==> src/rtl/rsb_serial_sub.sv <==
// -----------------------------------------------------------------------------
// rsb_serial_sub
//   Bit-serial ripple-borrow subtractor. Computes diff = a - b - bin (modulo
//   2^W) one bit per clock, LSB first, with a start/busy/done handshake. The
//   result registers hold the last completed result until the next completion.
//
//   Optional feature macro: RSB_OVF_EN
//     defined   -> ovf port present (signed overflow of the last result)
//     undefined -> ovf port and its logic absent
//
// Parameters
//   W      operand width in bits (W >= 2)
//   CNT_W  bit-counter width, derived internally as $clog2(W)+1
//
// Ports
//   clk    rising-edge clock
//   rst_n  synchronous active-low reset
//   start  request, sampled only in IDLE or DONE
//   a      minuend, captured when start is accepted
//   b      subtrahend, captured when start is accepted
//   bin    borrow-in, captured when start is accepted
//   busy   high while bits are being processed (exactly W cycles)
//   done   one-cycle pulse; diff/bout valid from this cycle on
//   diff   a - b - bin, modulo 2^W
//   bout   borrow-out (1 when a < b + bin, unsigned)
//   ovf    signed overflow (RSB_OVF_EN only)
// -----------------------------------------------------------------------------
module rsb_serial_sub #(
    parameter int W = 4
) (
    input  logic         clk,
    input  logic         rst_n,
    input  logic         start,
    input  logic [W-1:0] a,
    input  logic [W-1:0] b,
    input  logic         bin,
    output logic         busy,
    output logic         done,
    output logic [W-1:0] diff,
    output logic         bout
`ifdef RSB_OVF_EN
    ,
    output logic         ovf
`endif
);

    localparam int CNT_W = $clog2(W) + 1;

    typedef enum logic [1:0] {
        S_IDLE = 2'd0,
        S_BUSY = 2'd1,
        S_DONE = 2'd2
    } state_t;

    state_t             state_reg;
    state_t             state_next;

    logic [W-1:0]       a_sh_reg;
    logic [W-1:0]       b_sh_reg;
    logic               br_reg;
    logic [CNT_W-1:0]   cnt_reg;
    // Holds the W-1 difference bits produced so far; the final bit is
    // appended combinationally on the last step, so no extra cycle is needed.
    logic [W-2:0]       diff_sh_reg;
    logic [W-1:0]       diff_reg;
    logic               bout_reg;
`ifdef RSB_OVF_EN
    logic               ovf_reg;
`endif

    logic               accept;
    logic               last_bit;
    logic               a_i;
    logic               b_i;
    logic               d_i;
    logic               br_next;
    logic [W-1:0]       diff_cat;

    // ---------------------------------------------------------------------
    // Next-state logic
    // ---------------------------------------------------------------------
    always_comb begin
        state_next = state_reg;
        accept     = 1'b0;
        case (state_reg)
            S_IDLE: begin
                if (start) begin
                    accept     = 1'b1;
                    state_next = S_BUSY;
                end
            end
            S_BUSY: begin
                if (last_bit) begin
                    state_next = S_DONE;
                end
            end
            S_DONE: begin
                if (start) begin
                    accept     = 1'b1;
                    state_next = S_BUSY;
                end else begin
                    state_next = S_IDLE;
                end
            end
            default: state_next = S_IDLE;
        endcase
    end

    // ---------------------------------------------------------------------
    // One-bit full subtractor on the current LSBs of the operand shifters
    // ---------------------------------------------------------------------
    always_comb begin
        last_bit = (cnt_reg == CNT_W'(W - 1));
        a_i      = a_sh_reg[0];
        b_i      = b_sh_reg[0];
        d_i      = a_i ^ b_i ^ br_reg;
        br_next  = (~a_i & b_i) | (~(a_i ^ b_i) & br_reg);
        diff_cat = {d_i, diff_sh_reg};
    end

    // ---------------------------------------------------------------------
    // State and datapath registers
    // ---------------------------------------------------------------------
    always_ff @(posedge clk) begin
        if (!rst_n) begin
            state_reg   <= S_IDLE;
            a_sh_reg    <= '0;
            b_sh_reg    <= '0;
            br_reg      <= 1'b0;
            cnt_reg     <= '0;
            diff_sh_reg <= '0;
            diff_reg    <= '0;
            bout_reg    <= 1'b0;
`ifdef RSB_OVF_EN
            ovf_reg     <= 1'b0;
`endif
        end else begin
            state_reg <= state_next;
            if (accept) begin
                a_sh_reg    <= a;
                b_sh_reg    <= b;
                br_reg      <= bin;
                cnt_reg     <= '0;
                diff_sh_reg <= '0;
            end else if (state_reg == S_BUSY) begin
                a_sh_reg    <= a_sh_reg >> 1;
                b_sh_reg    <= b_sh_reg >> 1;
                br_reg      <= br_next;
                cnt_reg     <= cnt_reg + CNT_W'(1);
                diff_sh_reg <= diff_cat[W-1:1];
                if (last_bit) begin
                    diff_reg <= diff_cat;
                    bout_reg <= br_next;
`ifdef RSB_OVF_EN
                    // On the last step a_i/b_i are the captured operand MSBs.
                    ovf_reg  <= (a_i ^ b_i) & (d_i ^ a_i);
`endif
                end
            end
        end
    end

    assign busy = (state_reg == S_BUSY);
    assign done = (state_reg == S_DONE);
    assign diff = diff_reg;
    assign bout = bout_reg;
`ifdef RSB_OVF_EN
    assign ovf  = ovf_reg;
`endif

endmodule

==> config.mk <==
export PLATFORM = sky130hd
export DESIGN_NAME = rsb_serial_sub
export DESIGN_NICKNAME = d
export VERILOG_FILES = /design/src/rtl/rsb_serial_sub.sv
export SDC_FILE = /design/constraint.sdc
export NUM_CORES = 1
export LEC_CHECK = 0
export BUFFER_PORTS_ARGS = -buffer_cell sky130_fd_sc_hd__buf_2
export CORE_MARGIN = 2
export CORE_UTILIZATION = 47
export DETAILED_ROUTE_END_ITERATION = 10
export PLACE_DENSITY = 0.73
export SYNTH_ARGS = -nofsm -noshare
export SYNTH_HDL_FRONTEND = slang
export SYNTH_SLANG_ARGS = --single-unit
==> constraint.sdc <==
create_clock -name clk -period 1.2 [get_ports clk]
set_input_delay 0.12 -clock clk [delete_from_list [all_inputs] [get_ports clk]]
set_output_delay 0.12 -clock clk [all_outputs]
set_load 0.1 [all_outputs]
==> flow_summary.yaml, run 1 <==
global_routing:
  grt_util_all_layers: 0.178
  antenna_found_initial: 0
  grt_pass1_vias: 774
  grt-ovfl-total: 0
  grt_pass1_wl_mm: 3.36
  grt_max_degree: 14
power_and_ir_drop:
  power_density_nw_per_um2: 1200
  leakagePower_nw: 0.467
  ir_drop_uv: 865
  p_total_w: 0.00148
timing:
  min_period_over_period: 1.03
  fmax_ghz: 0.813
  relSlewSlack: 0.703
  setup_viol: 4
  min_period_ns: 1.23
  skew_ns: 0.00178
  holdWs_ns: 0.0409
  maxSlewViolCount: 0
  tightestPinTransition_ns: 0.446
  hold_viol: 0
  fin_tns_setup_ns: -0.0820
  setup_slack_ns: -0.0303
  rsz0062_at_grt: "true"
clocking:
  cts_root_buffer: "clkbuf_4"
  clkLatencyLatePin_ns: 0.30
  htreeDepth: 1
  clockBufferDepth: 2
  path_clk_slew_ns: 0.12
  numCtsBuffers: 3
  tritoncts: "done"
  cts.sinks: 22
synth:
  yosys-top-cells-area: "dfxtp_1, nand2_1, a21oi_1"
  synth_ff_type: "dfxtp_1"
  ys_async_sr_fraction: 0
  synth_edf_count: 0
  synth.top_cell.area_share: 0.464
  yosysWarnings: 0
  syn-cell-area_um2: 950
  ys_seq_area_frac: 0.464
  synth_cell_type_count: 32
  ys_seq_elements: 22
  yosys.area.top_type: "dfxtp_1"
  syn_avg_cell_area_um2: 9.31
  yosysMostFrequentCell: "dfxtp_1"
  syn_inst: 102
  syn_nets: 117
  synthTopCellsByCount: "dfxtp_1, nand2_1, a21oi_1"
die:
  core_um2: 1940
  die_h_um: 49.0
  rows: 16
  start_util: 0.489
  num_io_pins: 19
  die_x_um: 49.0
  die-area_um2: 2400
drt:
  finalWirelength_mm: 2.07
  first_iter_violations: 16
  final_antenna_net_count: 0
  drt_pass1_iterations: 4
  vias: 801
  drcViolationCount: 0
  routedWlPerCell_um: 13.5
  avgViaCountPerCell: 5.24
place:
  gp_congestion: 0.703
  place_area_um2: 1070
  dp_cells: 144
  hpwl_mm: 1.25
  portBuffers: 18
cells_and_area:
  layout.nets: 142
  synthToLayoutAreaGrowth_pct: 29.4
  n_antenna_cell: 0
  design_area_um2: 1230
  stdcell_count: 153
  drive_gt1_frac: 0.468
  final.fill_count: 185
setup_path:
  worstPathMaxFanout: 2
  worstReg2RegStart: "br_reg"
  cp-end-kind: "register"
  worst_r2r_path_depth: 3
  cp-start-kind: "register"
  crit_type: "register to register"
  rr_endpoint: "bout"
  rrSetupSlack_ns: -0.03
  worstPathArrival_ns: 1.43
  crit_required_ns: 1.40
min_path:
  hold_start: "a[3]"
  min_delay_path_depth: 3
  min_path_type: "primary input to register"
  whs_endpoint: "a_sh_reg[3]"
outcome:
  violations: "setup timing"
  status: "finished with violations"
job:
  maxCapViolations: 0
## what timing repair did
action	CTS	global route
hold buffers	0	0
setup endpoints to repair	6	17
pin swaps	3	5
cloned	1	0
buffers inserted	2	2
gates resized for setup	9	18
## kinds of logic after synthesis
kind of cell    count (synthesis)  share of synthesized area
compound gates                 25                      0.169
flops                          22                      0.464
mux                             1                     0.0105
buf+inv                        11                     0.0830
xor+xnor                        1                    0.00922
simple gates                   39                      0.217
fa+ha+maj                       3                     0.0474
## per-stage QoR
step                       util  setup slack (ns)
final                     0.633           -0.0303
after global placement    0.553            0.0279
after detailed placement  0.553           -0.0438
after global routing      0.633           -0.0850
after floorplan               -           0.00163
after CTS                 0.596           -0.0160
## worst max path at each step
stage | to | from | slack, ns | cells after the start
6_report | bout | br_reg | -0.03 | 3
5_1_grt | diff[3] | br_reg | -0.09 | 4
4_1_cts | done | state_reg[0] | -0.02 | 2
3_5_place_dp | diff[2] | cnt_reg[0] | -0.04 | 5
3_3_place_gp | diff[1] | cnt_reg[0] | 0.03 | 5
2_1_floorplan | diff[0] | cnt_reg[0] | 0.002 | 6
## metal layers
layer | GRT usage | up-vias | routed length (µm)
li1 | - | 402 | -
met1 | 0.248 | 376 | 929
met2 | 0.281 | 21 | 1030
met3 | 0.0399 | 2 | 100
met4 | 0.0429 | 0 | 11
met5 | 0 | - | 0
## report_power, final
| group | switching [W] | total, W | leakage, nW | internal, W |
|---|---|---|---|---|
| combinational | 0.000160 | 0.000279 | 0.261 | 0.000119 |
| sequential | 0.0000260 | 0.000795 | 0.185 | 0.000769 |
| clock | 0.000221 | 0.000406 | 0.0210 | 0.000185 |
## area by class of cell
cell class	instances	area (µm²)	share of cell area
well taps	27	33.8	0.0275
clock buffers	4	36.3	0.0295
repair inverters	1	6.26	0.00509
multi-input cells	69	475	0.387
inverters	5	26.3	0.0214
repair buffers	25	193	0.157
flip-flops and latches	22	458	0.373
## layout by cell type (no fill, tap or decap), types with 3 or more instances in the layout
cell type / instances
nand3_1: 5
dfxtp_2: 11
buf_2: 11
dfxtp_1: 10
nand2_1: 17
nor3_1: 4
buf_4: 5
a21oi_1: 9
inv_1: 3
a31oi_1: 3
clkbuf_4: 8
nor2_1: 4
## worst max-delay path, cell delays in order, from the launching register on
cell and delay, ns:
dfxtp_2 0.36, inv_2 0.04, fa_1 0.44, a311oi_1 0.28
No activity file was read; power rests on OpenSTA's default activity.
==> inputs of run 2 (changes only) <==
--- a/config.mk
+++ b/config.mk
@@ -9,6 +9,7 @@
 export CORE_MARGIN = 2
 export CORE_UTILIZATION = 47
 export DETAILED_ROUTE_END_ITERATION = 10
+export HOLD_SLACK_MARGIN = 0.06
 export PLACE_DENSITY = 0.73
 export SYNTH_ARGS = -nofsm -noshare
 export SYNTH_HDL_FRONTEND = slang
==> run 2 against run 1 <==
The flow still finishes with violations (setup timing). Clock-buffer cell count did not move. Non-clock buffer count rose by 1. Routed wire length rose by 0.39%. Via count rose by 0.50%. Critical endpoint unchanged. Register-to-register slack barely moved. Clock skew did not move. Utilization rose by 0.52 points. Cell area rose by 0.81%. Cell count rose by 0.65%. Worst setup slack barely moved. Die area did not move.
==> flow_summary.yaml, run 2 (synthesis gave the netlist of run 1 again) <==
outcome:
  status: "finished with violations"
  violations: "setup timing"
setup_path:
  cp_slowest_stage_delay_ns: 0.44
  crit_required_ns: 1.40
  crit_type: "register to register"
  path_delay_family: "adder cells"
  worstPathArrival_ns: 1.43
  path_buf_inv: 1
  cp-start-kind: "register"
  worstPathMaxFanout: 2
  cp_num_cells: 3
  worst_r2r_path_depth: 3
  path_cells: "inv_2 > fa_1 > a311oi_1"
  crit_slowest_cell: "fa_1"
  cp-end-kind: "register"
place:
  portBuffers: 18
  gp_congestion: 0.703
  hpwl_mm: 1.25
  dp_cells: 144
global_routing:
  grt_util_all_layers: 0.177
  grt_max_degree: 14
  grt-ovfl-total: 0
  grt_pass1_vias: 770
  antenna_found_initial: 0
  grt_pass1_wl_mm: 3.35
drt:
  final_antenna_net_count: 0
  first_iter_violations: 17
  drcViolationCount: 0
  avgViaCountPerCell: 5.23
  drt_pass1_iterations: 4
  finalWirelength_mm: 2.08
  vias: 805
  routedWlPerCell_um: 13.5
min_path:
  min_path_type: "primary input to register"
  min_delay_path_depth: 3
die:
  die_x_um: 49.0
  core_um2: 1940
  die_h_um: 49.0
  num_io_pins: 19
  rows: 16
  die-area_um2: 2400
  start_util: 0.489
timing:
  hold_viol: 0
  setup_slack_ns: -0.0303
  relSlewSlack: 0.703
  fmax_ghz: 0.813
  setup_viol: 4
  maxSlewViolCount: 0
  min_period_ns: 1.23
  holdWs_ns: 0.0929
  min_period_over_period: 1.03
  tightestPinTransition_ns: 0.446
  rsz0062_at_grt: "true"
  skew_ns: 0.00178
clocking:
  htreeDepth: 1
  cts.sinks: 22
  clockBufferDepth: 2
  tritoncts: "done"
  path_clk_slew_ns: 0.12
  clkLatencyLatePin_ns: 0.30
  numCtsBuffers: 3
  cts_root_buffer: "clkbuf_4"
cells_and_area:
  stdcell_count: 154
  final_common_cell: "nand2_1"
  synthToLayoutAreaGrowth_pct: 30.4
  drive_gt1_frac: 0.465
  multi_input_area_um2: 475
  final_util: 0.638
  n_antenna_cell: 0
  seq_area_um2: 458
  final.fill_count: 183
  layout.nets: 143
  mostFrequentLayoutCells: "nand2_1, dfxtp_2, buf_2, dfxtp_1, a21oi_1"
power_and_ir_drop:
  power_density_nw_per_um2: 1200
  ir_drop_uv: 865
  leakagePower_nw: 0.471
job:
  maxCapViolations: 0
run 2: worst min-delay path, cell delays in order:
cell and delay, ns:
buf_2 0.08, a22oi_1 0.05, a21oi_1 0.12
run 2: repair_timing:
action / 4_1_cts / 5_1_grt
cloned: 1 / 0
resized for setup: 9 / 18
pin swaps: 3 / 5
hold buffers: 1 / 0
endpoints found under the setup margin: 6 / 17
endpoints found under the hold margin: 1 / 0
buffers inserted: 2 / 2
run 2: final timing paths:
path                            startpoint     endpoint  slack, ns
worst max-delay path                br_reg         bout      -0.03
worst min-delay path                  a[0]  a_sh_reg[0]       0.09
worst max register to register      br_reg         bout      -0.03
worst min register to register     diff[2]      diff[2]       0.46
run 2: layer usage:
metal	routed length, µm	GRT usage
met1	932	0.248
met2	1040	0.279
met3	100	0.0399
met4	11	0.0429
met5	0	0
run 2: final cells by class:
type / count / area share
Clock buffer: 4 / 0.0293
Inverter: 5 / 0.0212
Multi-Input combinational cell: 69 / 0.384
Sequential cell: 22 / 0.370
Tap cell: 27 / 0.0273
Timing Repair Buffer: 26 / 0.164
Timing Repair inverter: 1 / 0.00505
run 2: through the flow:
| stage | area (µm²) | setup slack, ns | total power (W) | setup TNS [ns] |
|---|---|---|---|---|
| global placement | 1070 | 0.0279 | 0.00103 | 0 |
| floorplan | 966 | 0.00163 | 0.000988 | 0 |
| global route | 1240 | -0.0850 | 0.00155 | -0.302 |
| finish | 1240 | -0.0303 | 0.00148 | -0.0819 |
| detailed placement | 1070 | -0.0438 | 0.00103 | -0.132 |
| CTS | 1170 | -0.0160 | 0.00146 | -0.0160 |
run 2: power breakdown:
group | switching [W] | internal [W]
Sequential | 0.0000260 | 0.000769
Clock | 0.000221 | 0.000185
Combinational | 0.000160 | 0.000121
